`config.mk`:
```
export PLATFORM = sky130hd
export DESIGN_NAME = ifetch_unit
export DESIGN_NICKNAME = d
export VERILOG_FILES = /design/src/rtl/fetch_pkg.sv /design/src/rtl/ifetch_fifo.sv /design/src/rtl/ifetch_unit.sv
export SDC_FILE = /design/constraint.sdc
export NUM_CORES = 1
export LEC_CHECK = 0
export CORE_MARGIN = 5
export CORE_UTILIZATION = 45
export DETAILED_ROUTE_END_ITERATION = 16
export PLACE_DENSITY = 0.72
export SLEW_MARGIN = 40
export SYNTH_ARGS = -nofsm -noshare
export SYNTH_HDL_FRONTEND = slang
export SYNTH_SLANG_ARGS = --single-unit
```
`constraint.sdc`:
```
create_clock -name clk -period 3.1 [get_ports clk]
set_input_delay 0.465 -clock clk [delete_from_list [all_inputs] [get_ports clk]]
set_output_delay 0.465 -clock clk [all_outputs]
set_load 0.02 [all_outputs]
```
`src/rtl/fetch_pkg.sv`:
```
// Shared types for the instruction-fetch stage: FSM encoding, default widths
// and the buffered-entry layout.
package fetch_pkg;

  localparam int ADDR_W_DEF = 32;
  localparam int DATA_W_DEF = 32;

  typedef enum logic [1:0] {
    IDLE = 2'd0,
    REQ  = 2'd1,
    DROP = 2'd2
  } fetch_state_t;

  typedef struct packed {
    logic [ADDR_W_DEF-1:0] pc;
    logic [DATA_W_DEF-1:0] instr;
  } fetch_entry_t;

endpackage

```
`src/rtl/ifetch_fifo.sv`:
```
// DEPTH-entry synchronous FIFO holding {pc, instr} pairs for the decode stage.
// clear empties it in one edge; contents are only zeroed by reset.
module ifetch_fifo #(
  parameter int ADDR_W = 32,
  parameter int DATA_W = 32,
  parameter int DEPTH  = 2,
  localparam int PW    = (DEPTH > 1) ? $clog2(DEPTH) : 1,
  localparam int CW    = $clog2(DEPTH + 1)
) (
  input  logic              clk,
  input  logic              reset,
  input  logic              clear,
  input  logic              push,
  input  logic              pop,
  input  logic [ADDR_W-1:0] push_pc,
  input  logic [DATA_W-1:0] push_instr,
  output logic [CW-1:0]     count,
  output logic              head_valid,
  output logic [ADDR_W-1:0] head_pc,
  output logic [DATA_W-1:0] head_instr
);

  logic [ADDR_W-1:0] pc_mem    [DEPTH];
  logic [DATA_W-1:0] instr_mem [DEPTH];
  logic [PW-1:0]     rd_ptr;
  logic [PW-1:0]     wr_ptr;

  always_ff @(posedge clk) begin
    if (reset) begin
      rd_ptr <= '0;
      wr_ptr <= '0;
      count  <= '0;
      for (int i = 0; i < DEPTH; i++) begin
        pc_mem[i]    <= '0;
        instr_mem[i] <= '0;
      end
    end else if (clear) begin
      rd_ptr <= '0;
      wr_ptr <= '0;
      count  <= '0;
    end else begin
      // Pointers wrap naturally because DEPTH is a power of two.
      if (push) begin
        pc_mem[wr_ptr]    <= push_pc;
        instr_mem[wr_ptr] <= push_instr;
        wr_ptr            <= wr_ptr + PW'(1);
      end
      if (pop) begin
        rd_ptr <= rd_ptr + PW'(1);
      end
      count <= count + CW'(push) - CW'(pop);
    end
  end

  assign head_valid = (count != '0);
  assign head_pc    = pc_mem[rd_ptr];
  assign head_instr = instr_mem[rd_ptr];

endmodule

```
`src/rtl/ifetch_unit.sv`:
```
// Instruction fetch: one outstanding req/ack read at a time, results buffered
// in a small FIFO toward decode; flush kills buffered and in-flight fetches.
module ifetch_unit
  import fetch_pkg::*;
#(
  parameter int ADDR_W = ADDR_W_DEF,
  parameter int DATA_W = DATA_W_DEF,
  parameter int DEPTH  = 2
) (
  input  logic              clk,
  input  logic              reset,
  input  logic [ADDR_W-1:0] pc_in,
  output logic              pc_take,
  input  logic              flush,
  output logic              imem_req,
  output logic [ADDR_W-1:0] imem_addr,
  input  logic              imem_ack,
  input  logic [DATA_W-1:0] imem_rdata,
  output logic              id_valid,
  output logic [DATA_W-1:0] id_instr,
  output logic [ADDR_W-1:0] id_pc,
  input  logic              id_ready,
  output fetch_state_t      dbg_state
);

  localparam int CW = $clog2(DEPTH + 1);

  // Handshakes: a beat transfers on any edge where valid/req and ready/ack are
  // both high; req and its address hold steady until ack, and id_* hold steady
  // while id_valid is high and id_ready is low (flush excepted).

  fetch_state_t  state, state_next;
  logic [CW-1:0] count, count_next;
  logic          push, pop, issue;

  assign push       = (state == REQ) && imem_ack && !flush;
  assign pop        = id_valid && id_ready && !flush;
  assign count_next = count + CW'(push) - CW'(pop);
  // Space is reserved at issue time, so a returning read can always be pushed.
  assign issue      = !reset && !flush && (count_next < CW'(DEPTH)) &&
                      ((state == IDLE) || ((state == REQ) && imem_ack));
  assign pc_take    = issue;
  assign imem_req   = (state != IDLE);
  assign dbg_state  = state;

  always_comb begin
    state_next = state;
    case (state)
      IDLE: if (issue) state_next = REQ;
      REQ: begin
        if (imem_ack)   state_next = issue ? REQ : IDLE;
        else if (flush) state_next = DROP;
      end
      DROP: if (imem_ack) state_next = IDLE;
      default: state_next = IDLE;
    endcase
  end

  always_ff @(posedge clk) begin
    if (reset) begin
      state     <= IDLE;
      imem_addr <= '0;
    end else begin
      state <= state_next;
      if (issue) imem_addr <= pc_in;
    end
  end

  ifetch_fifo #(
    .ADDR_W (ADDR_W),
    .DATA_W (DATA_W),
    .DEPTH  (DEPTH)
  ) u_fifo (
    .clk        (clk),
    .reset      (reset),
    .clear      (flush),
    .push       (push),
    .pop        (pop),
    .push_pc    (imem_addr),
    .push_instr (imem_rdata),
    .count      (count),
    .head_valid (id_valid),
    .head_pc    (id_pc),
    .head_instr (id_instr)
  );

endmodule
```
Word level (Yosys, flattened, before mapping)
Memory sizes are Yosys's and may differ from the RTL's. A register that Yosys moved wholly into a read port is not among the register bits.
Cells that the tools add are included.

storage, ports and cells
  register bits = 38
  memories kept = 2
  logic and storage cells = 56
  output and inout port bits = 101
  RAM bits = 128

cells by class
  muxes and demuxes = 22
  order comparisons = 1
  equal/unequal tests = 5
  reduce and logical (&&, ||, !) cells = 17
  add/sub/neg operators = 4

memories
  memory            words  bits a word  read ports  clocked after Yosys merged registers in  wr ports  line               RTL
  u_fifo.instr_mem  2      32           1           1                                        2         ifetch_fifo.sv:24  logic [DATA_W-1:0] instr_mem [DEPTH];
  u_fifo.pc_mem     2      32           1           1                                        2         ifetch_fifo.sv:23  logic [ADDR_W-1:0] pc_mem [DEPTH];

operators by type and width
  cell                 count
  $mux 32              2
  $reduce_or 32->1     2
  $mux 1               15
  $mux 2               4
  $logic_and 1x1->1    7
  $pmux 2 s3           1
  $ne 2x2->1 const B   2
  $reduce_bool 2->1    2
  $ne 3x3->1 const B   1
  $reduce_and 3->1     1
  $add 1x1->1 const B  2
  $add 2x1->2          1
  $eq 2x1->1 const B   1
  $eq 2x2->1 const B   1
  $logic_not 1->1      2
  $logic_not 2->1      1
  $lt 2x2->1 const B   1
  $reduce_or 2->1      1
  $sub 2x1->2          1
  $logic_or 1x1->1     1

Logic depth before layout (Yosys ltp)
  depth after elaboration = 11
  mapped depth = 9
  mapped depth without buffers = 8

Hierarchy
Synthesis repeated with hierarchy kept, for this count alone.

second synthesis, totals
  cell total of the unflattened synthesis = 546
  area total of the unflattened synthesis = 7394.6 um2

modules (own cells, without submodules)
  module       cells each  area each (um2)  times used
  ifetch_fifo  379         5953.2           1
  ifetch_unit  167         1441.4           1

Worst setup path after synthesis
OpenSTA, ideal clock, no wires.

  path kind = register to register
  start point = register state[0], in the netlist dbg_state[0]
  end point = memory u_fifo.instr_mem[0][0], enable pin
  cell stages (with the launch flop) = 4
  library setup time = 421 ps
  slack = 350 ps
  arrival time = 2329 ps
  cells stage by stage = dfxtp_1 nand2_1 nor3_1 a21o_1

RTL lines
  item                      line               RTL
  start: declaration        ifetch_unit.sv:32  fetch_state_t state, state_next;
  start signal: assignment  ifetch_unit.sv:64  state <= state_next;
  end: declaration          ifetch_fifo.sv:24

Final worst setup path
  start point = input port id_ready
  end point = output port pc_take

between the ends
  word-level cells in the longest chain between the ends = 6

RTL lines
  item                             line               RTL
  start: declaration               ifetch_unit.sv:22  input logic id_ready,
  $logic_and 1x1->1 (2 in series)  ifetch_unit.sv:37  assign pop = id_valid && id_ready && !flush;
  net pop                          ifetch_unit.sv:34  logic push, pop, issue;
  $sub 2x1->2                      ifetch_unit.sv:38  assign count_next = count + CW'(push) - CW'(pop);
  $lt 2x2->1                       ifetch_unit.sv:40  assign issue = !reset && !flush && (count_next < CW'(DEPTH)) &&
  $logic_and 1x1->1 (2 in series)  ifetch_unit.sv:40
  end: declaration                 ifetch_unit.sv:13  output logic pc_take,

The timed path passes the listed nets, and every way through them passes these cells.

==> flow_metrics.env <==
export IMPL_status="completed"
export IMPL_synth_cells=538
export IMPL_drc_errors=0
export IMPL_antennaDiodeCount=0
export IMPL_drive_above_1_share_pct=21.1
export IMPL_dpl_cell_area_um2=9270
export IMPL_grtUsageTotal_pct=19.4
export IMPL_skew_ns=0.00689
export IMPL_fin_crit_sh_pct=92.7
export IMPL_final_area_um2=9850
export IMPL_path_clk_slew_ns=0.06
export IMPL_grt_first_pass_wirelength_um=27900
export IMPL_grt_max_degree=65
export IMPL_clock_path_buffers=2
export IMPL_vdd_drop_max_uv=372
export IMPL_grt_pass1_vias=5327
export IMPL_min_from="imem_addr[25]"
export IMPL_cts_tree="done"
export IMPL_yosysTopAreaCell="edfxtp_1"
export IMPL_drtIter0Drc=363
export IMPL_htreeDepth=4
export IMPL_drtAntennaViolNets=0
export IMPL_drtPass1Iterations=4
export IMPL_cts_setup_buffers=0
export IMPL_cts_made_buffers=17
export IMPL_r2r_start="u_fifo.count[1]"
export IMPL_hold_violations=0
export IMPL_cts_resized=1
export IMPL_avgViaCountPerCell=5.21
export IMPL_worst_setup_path_start_kind="primary input"
export IMPL_holdBufCountCts=0
export IMPL_fp_dieW_um=137
export IMPL_relSlewSlack_pct=59.8
export IMPL_min_path_type="reg2reg"
export IMPL_synth_top_area_share_pct=52.8
export IMPL_grt_overflow=0
export IMPL_required_ns=2.63
export IMPL_synth_seq_cells=167
export IMPL_p_per_area_nw_per_um2=516
export IMPL_synth_most_common_cell="edfxtp_1"
export IMPL_fmax_mhz=348
export IMPL_vias=4863
export IMPL_cts_root_buffer="clkbuf_16"
export IMPL_ys_types=29
export IMPL_synth_ff_type="edfxtp_1"
export IMPL_die_area_um2=18800
export IMPL_ys_async_sr_fraction_pct=0
export IMPL_syn_cell_area_um2=7270
export IMPL_tightest_slew_ns=0.603
export IMPL_hold_slack_ns=0.498
export IMPL_die_height_um=137
export IMPL_worst_path_max_fanout=2
export IMPL_worstSkewPairLatency_ns=0.42
export IMPL_max_cap_violations=0
export IMPL_rsz0062_at_grt="no"
export IMPL_synth_edff_count=128
export IMPL_final_max_slew_viol_count=0
export IMPL_ys_top_cells_by_area="edfxtp_1 53%, dfxtp_1 11%, mux2_2 10%"
export IMPL_wl_um=17600
export IMPL_yosysSeqAreaShare_pct=63.6
export IMPL_nNetsFinal=775
export IMPL_critPathCaptureType="output pin"
export IMPL_core_area_um2=15900
export IMPL_wl_per_cell_um=18.8
export IMPL_syn_num_nets=609
export IMPL_antenna_found_initial=3
export IMPL_clock_sinks=167
export IMPL_syn_area_per_cell_um2=13.5
export IMPL_crit_start="id_ready"
export IMPL_hpwl_um=11400
export IMPL_io_pins=170
export IMPL_synth_commonest_cells="128 x edfxtp_1, 105 x and2_1, 65 x mux2_2"
export IMPL_ys_warn_count=0
export IMPL_std_cell_rows=46
export IMPL_port_buffer_count=169
export IMPL_start_util_pct=45.8
export IMPL_area_growth_pct=35.4
export IMPL_min_period_ns=2.87
export IMPL_gp_routability_congestion=0.911
export IMPL_setup_violations=0
export IMPL_cellLeakagePower_uw=0.00360
export IMPL_path_class="in2out"
export IMPL_worst_ep_arrival_time_ns=2.41
## area by class of cell
class	instances	area, um^2
clock buffer	20	447
clock inverter	12	129
fill	1255	6040
inverter	4	15.0
multi-input combinational	320	2430
sequential	167	4630
tap	216	270
timing repair buffer	194	1930
## kinds of logic after synthesis
logic type | count (synthesis) | synth area share (%)
muxes | 65 | 10.1
and+or+nand+nor | 181 | 16.1
AOI/OAI and AO/OA | 69 | 5.88
DFF | 167 | 63.6
adders and majority gates | 2 | 0.344
xor gates and xnor gates | 3 | 0.757
buffers and inverters | 51 | 3.32
## power by group
part           internal [uW]  total [uW]  switching, uW  leakage, uW
combinational            256         508            252      0.00168
clock                   1200        2040            837     0.000277
sequential              2490        2530           38.5      0.00164
total                   3950        5080           1130      0.00360
## critical path, stage by stage
cell and delay [ns]:
clkdlybuf4s50_1 0.45, o21ai_0 0.12, nor2_1 0.12, ha_1 0.23, inv_1 0.06, ha_1 0.18, xor3_1 0.26, nor3_1 0.18
dlygate4sd2_1 0.35
## per-layer routing
layer  up-vias  GRT usage [%]  part of all wire (%)
met5         -              0                  0.19
met4         6           5.82                   1.2
met3        20           6.54                   7.7
met2       154           31.1                    48
met1      2381           25.2                    43
li1       2302              -                     -
## placed cells by master, fill, tap and decap left out, drive strengths merged, types with 4 or more instances in the layout
cell type	instances
and2	128
edfxtp	128
nand4	32
buf	25
mux2	65
inv	4
o31ai	32
clkbuf	20
nor2	5
a21oi	34
clkinv	8
clkdlybuf4s50	168
nor3	4
or2	4
dfxtp	39
## path summary, 6_finish.rpt
check             endpoint  slack (ns)  depth (start not counted)
max reg2reg   imem_addr[2]        0.81                          9
min          imem_addr[25]        0.50                          2
min reg2reg  imem_addr[25]        0.50                          2
max                pc_take        0.23                          9
## stage by stage
stage | power (uW) | TNS (ns) | instances | setup slack [ns] | utilization (%)
floorplan | 2800 | 0 | 538 | 0.350 | -
global placement | 3070 | 0 | 899 | 0.0392 | 58.3
detailed placement | 3090 | -0.0378 | 901 | -0.0378 | 58.4
CTS | 5130 | 0 | 933 | 0.228 | 62.0
global route | 5270 | 0 | 933 | 0.0940 | 62.0
finish | 5080 | 0 | 933 | 0.228 | 62.0
## sequential cells by signal, summed over array words and instances, names as in the netlist, named ones only
name              count
u_fifo.instr_mem     64
u_fifo.pc_mem        64
imem_addr            32
dbg_state             2
u_fifo.count          2
u_fifo.rd_ptr         1
u_fifo.wr_ptr         1
No activity file was read; power rests on OpenSTA's default activity.
